`src/rtl/chase_pkg.sv`:
```
// Shared constants, types and sizing helper for the chaser step controller.
package chase_pkg;

  localparam int LVL_W         = 3;
  localparam int MAX_LEVEL     = 7;
  localparam int DEFAULT_LEVEL = 3;

  typedef logic [LVL_W-1:0] level_t;

  // One bit per conditioned pushbutton; indexable as a 3-bit vector.
  typedef struct packed {
    logic dn;
    logic up;
    logic run;
  } btn_t;

  // Bits needed to hold (base_div << max_level) - 1.
  function automatic int presc_width(input int base_div, input int max_level);
    return $clog2(longint'(base_div) << max_level);
  endfunction

endpackage

```
`src/rtl/chase_step_ctrl_btn_debounce.sv`:
```
// Pushbutton conditioner: 2-flop synchroniser, counting debouncer and
// registered rising-edge press pulse.
module btn_debounce #(
  parameter int DEBOUNCE_CYC = 16
) (
  input  logic clk,
  input  logic rst_n,
  input  logic raw,
  output logic level,
  output logic press
);

  localparam int CW = $clog2(DEBOUNCE_CYC);

  logic [1:0]    sync;
  logic [CW-1:0] cnt;

  always_ff @(posedge clk or negedge rst_n) begin
    if (!rst_n) begin
      sync  <= '0;
      cnt   <= '0;
      level <= 1'b0;
      press <= 1'b0;
    end else begin
      sync  <= {sync[0], raw};
      press <= 1'b0;
      if (sync[1] == level) begin
        cnt <= '0;
      end else if (cnt == CW'(DEBOUNCE_CYC - 1)) begin
        // Nth consecutive disagreement: accept the new level.
        cnt   <= '0;
        level <= sync[1];
        press <= sync[1];
      end else begin
        cnt <= cnt + CW'(1);
      end
    end
  end

endmodule

```
`src/rtl/chase_step_ctrl.sv`:
```
// Run/speed control and step prescaler feeding the LED chaser enable.
module chase_step_ctrl #(
  parameter int DEBOUNCE_CYC  = 16,
  parameter int BASE_DIV      = 1024,
  parameter int MAX_LEVEL     = chase_pkg::MAX_LEVEL,
  parameter int DEFAULT_LEVEL = chase_pkg::DEFAULT_LEVEL,
  parameter int LVL_W         = chase_pkg::LVL_W
) (
  input  logic             clk,
  input  logic             rst_n,
  input  logic             btn_run_raw,
  input  logic             btn_up_raw,
  input  logic             btn_dn_raw,
  output logic             step_en,
  output logic             running,
  output logic [LVL_W-1:0] speed_level
);

  import chase_pkg::*;

  localparam int               PW      = presc_width(BASE_DIV, MAX_LEVEL);
  localparam logic [LVL_W-1:0] LVL_MAX = LVL_W'(MAX_LEVEL);
  localparam logic [LVL_W-1:0] LVL_DEF = LVL_W'(DEFAULT_LEVEL);

  btn_t raw, press, db_lvl;

  assign raw = '{dn: btn_dn_raw, up: btn_up_raw, run: btn_run_raw};

  for (genvar i = 0; i < 3; i++) begin : g_btn
    btn_debounce #(.DEBOUNCE_CYC(DEBOUNCE_CYC)) u_db (
      .clk   (clk),
      .rst_n (rst_n),
      .raw   (raw[i]),
      .level (db_lvl[i]),
      .press (press[i])
    );
  end

  logic          lvl_dec, lvl_inc, lvl_chg, last_cnt;
  logic [PW-1:0] cnt, period_m1;

  // Opposing presses in the same cycle cancel; limits block the change.
  assign lvl_dec   = press.up & ~press.dn & (speed_level != '0);
  assign lvl_inc   = press.dn & ~press.up & (speed_level != LVL_MAX);
  assign lvl_chg   = lvl_dec | lvl_inc;
  assign period_m1 = PW'((BASE_DIV << speed_level) - 1);
  assign last_cnt  = (cnt == period_m1);

  always_ff @(posedge clk or negedge rst_n) begin
    if (!rst_n) begin
      running     <= 1'b0;
      speed_level <= LVL_DEF;
      cnt         <= '0;
      step_en     <= 1'b0;
    end else begin
      running <= running ^ press.run;
      if (lvl_dec)      speed_level <= speed_level - LVL_W'(1);
      else if (lvl_inc) speed_level <= speed_level + LVL_W'(1);
      // Start, stop and level changes all restart the period with no pulse.
      if (!running || press.run || lvl_chg) begin
        cnt     <= '0;
        step_en <= 1'b0;
      end else if (last_cnt) begin
        cnt     <= '0;
        step_en <= 1'b1;
      end else begin
        cnt     <= cnt + PW'(1);
        step_en <= 1'b0;
      end
    end
  end

endmodule
```
`config.mk`:
```
export PLATFORM = sky130hd
export DESIGN_NAME = chase_step_ctrl
export DESIGN_NICKNAME = d
export VERILOG_FILES = /design/src/rtl/chase_pkg.sv /design/src/rtl/chase_step_ctrl_btn_debounce.sv /design/src/rtl/chase_step_ctrl.sv
export SDC_FILE = /design/constraint.sdc
export NUM_CORES = 1
export LEC_CHECK = 0
export ABC_AREA = 1
export BUFFER_PORTS_ARGS = -buffer_cell sky130_fd_sc_hd__buf_2
export CORE_UTILIZATION = 64
export DETAILED_ROUTE_END_ITERATION = 10
export HOLD_SLACK_MARGIN = 0.12
export PLACE_DENSITY_LB_ADDON = 0.05
export RECOVER_POWER = 50
export SLEW_MARGIN = 20
export SYNTH_ARGS = -nofsm -noshare
export SYNTH_HDL_FRONTEND = slang
export SYNTH_SLANG_ARGS = --single-unit
```
`constraint.sdc`:
```
create_clock -name clk -period 5.3 [get_ports clk]
set_clock_uncertainty 0.2 [all_clocks]
set_input_delay 0.265 -clock clk [delete_from_list [all_inputs] [get_ports clk]]
set_output_delay 0.265 -clock clk [all_outputs]
set_load 0.05 [all_outputs]
```
==> results.yml <==
setup_path:
  crit_path_start_kind: "input pin"
  path_buf_inv: 2
  required_ns: 5.03
  setup.worst_path.end_class: "async pin"
  path_delay_family: "buffers and inverters"
  worstPathMaxFanout: 46
  crit_arrival_ns: 2.49
  cpPeakStageDelay_ns: 1.67
  crit_type: "input pin to async pin"
  cpMaxStageDelayCell: "clkbuf_1"
  path_cells: "dlygate4sd3_1 -> clkbuf_1"
clock_network:
  cts_buffer_depth: 2
  clock_sinks: 46
  h-tree-depth: 2
  numCtsBuffers: 5
  path_clk_slew_ns: 0.08
  worstSkewPairLatency_ns: 0.30
  cts_root_buffer: "clkbuf_8"
  postCtsSetupBuffers: 0
  cts_tree: "yes"
final_layout:
  diodes: 0
  final_cell_mix: "84 x nand2_1, 45 x nor2_1, 44 x dfrtp_1"
  regArea_um2: 1150
  design_area_um2: 2650
  drive_gt1_share_pct: 10.7
  syn_to_final_growth_pct: 9.41
  fillers: 288
  fin_nets: 339
  multi_input_area_um2: 1070
  layout_commonest_cell: "nand2_1"
  fin_cells: 374
logic_synthesis:
  synth_fa_ha_area_share_pct: 3.93
  yosysWarnings: 0
  syn-cell-area_um2: 2420
  synth_top_family_by_area: "simple AND/OR/NAND/NOR gates"
  syn-num-nets: 322
  synth_cell_types: 27
  synth_xor_xnor_area_share_pct: 3.98
  synth_compound_gate_area_share_pct: 3.62
  yosys.area_share.simple_pct: 32.6
  synth.ff_latch_count: 46
  syn_inst: 310
  syn_avg_cell_area_um2: 7.81
  muxShareOfSynthArea_pct: 0
  yosysSeqAreaShare_pct: 47.6
sta:
  finalWorstSetupSlack_ns: 2.55
  hold_viol_final: 0
  holdWs_ns: 0.152
  max_clock_freq_mhz: 363
  rsz0062_at_grt: "false"
  fin_tns_setup_ns: 0
  min_period_ns: 2.75
  setup_viol: 0
  worst_slew_pin_slew_ns: 2.36
  relSlewSlack_pct: -57.5
  min_period_over_period_pct: 52.0
  maxSlewViolCount: 47
floorplan:
  die_y_um: 63.5
  die_w_um: 63.5
  rows: 21
  start_util_pct: 69.8
  core_area_um2: 3470
  ios: 10
  die_area_um2: 4030
routing:
  vias_per_cell: 5.19
  post_drt_wl_per_cell_um: 12.1
  first_pass_iters: 5
  remaining_drc_errors: 0
  ant_nets: 0
  finalWirelength_um: 4530
  drt_iter0_markers: 173
  route.vias.total: 1942
status:
  status: "complete, but fails checks"
  violations: "capacitance limit, slew limit"
placed_design:
  place.gp.congestion: 0.868
  place_area_um2: 2500
  dpl.hpwl_um: 3280
  portBuffers: 9
  dpl.cell_count: 362
  dpl_worst_slack_ns: 2.99
global_route:
  track_usage_pct: 26.1
  grt_pass1_wl_um: 8080
  antenna_found_initial: 0
  grt_pass1_vias: 1941
  grt_max_degree: 47
  grt_overflow: 0
power:
  powerDensity_nw_per_um2: 245
  peakVddDrop_uv: 227
  leakage_nw: 1.36
flow_run:
  cap_violations: 1
min_path:
  min_path_type: "flip-flop to flip-flop"
report_power, final:
group | switching (mW) | internal [mW]
sequential | 0.00493 | 0.358
combinational | 0.0148 | 0.00886
clock | 0.122 | 0.141
total | 0.142 | 0.508
flip-flops by register name (all words and copies together) (netlist names):
name and cells:
cnt 17, g_btn.u_db.cnt 12, running 1, step_en 1, g_btn.u_db.level 3, g_btn.u_db.press 3
g_btn.u_db.sync 6, speed_level 3
logic make-up after synthesis:
kind of cell               Yosys count
and+or+nand+nor                    179
buffers and inverters               50
DFF                                 46
AOI/OAI and AO/OA                   17
xor gates and xnor gates            11
adders and majority gates            7
final timing paths:
kind	startpoint	cells past startpoint	slack, ns	end
worst max-delay path	rst_n	2	2.55	g_btn[2].u_db.cnt[2]$_DFF_PN0_
worst min-delay path	g_btn[2].u_db.sync[0]$_DFF_PN0_	0	0.15	g_btn[2].u_db.sync[1]$_DFF_PN0_
worst max register to register	speed_level[2]$_DFFE_PN0P_	11	2.94	cnt[14]$_DFF_PN0_
worst min register to register	g_btn[2].u_db.sync[0]$_DFF_PN0_	0	0.15	g_btn[2].u_db.sync[1]$_DFF_PN0_
max in group clk	speed_level[2]$_DFFE_PN0P_	11	2.94	cnt[14]$_DFF_PN0_
min in group asynchronous	rst_n	2	1.00	cnt[14]$_DFF_PN0_
cell usage after synthesis:
cell	n	area [um^2]
nand2_1	84	315
nor2_1	45	169
dfrtp_1	44	1100
inv_1	42	158
nand3_1	31	155
o21ai_0	10	50.1
a21oi_1	6	30.0
ha_1	6	75.1
xor2_1	6	52.6
inv_2	5	18.8
xnor2_1	5	43.8
nor3_1	3	15.0
nor3_2	3	30.0
or2_2	3	18.8
dfstp_2	2	52.6
nand2_2	2	12.5
nand4_1	2	12.5
nor2_2	2	12.5
and3_1	1	6.26
buf_2	1	5.00
buf_4	1	7.51
buf_6	1	11.3
fa_1	1	20.0
nand2_4	1	11.3
nand3_2	1	10.0
nor2_8	1	20.0
o211ai_1	1	7.51
through the flow:
step	util [%]	total power, mW
after global routing	76.4	0.668
final	76.4	0.650
after CTS	76.4	0.653
after detailed placement	72.1	0.392
after global placement	72.1	0.391
after floorplan	-	0.381
cell type report:
cell class	count	share of cell area, %
Tap cell	46	2.17
Clock buffer	6	2.74
Clock inverter	2	1.42
Timing Repair Buffer	13	3.16
Multi-Input combinational cell	214	40.3
Inverter	47	6.66
Sequential cell	46	43.6
metal layers:
metal  routed length (um)  global-route usage, %  vias up
li1                     -                      -      991
met1                 2000                   31.3      901
met2                 2240                   44.5       36
met3                  181                   5.62       14
met4                  108                   11.6        0
met5                    0                      0        -
timing repair:
item                                   CTS  global route
endpoints found under the hold margin   47             0
hold buffers                             4             0
gates resized for setup                  0             0
(Power assumes the default switching activity.)
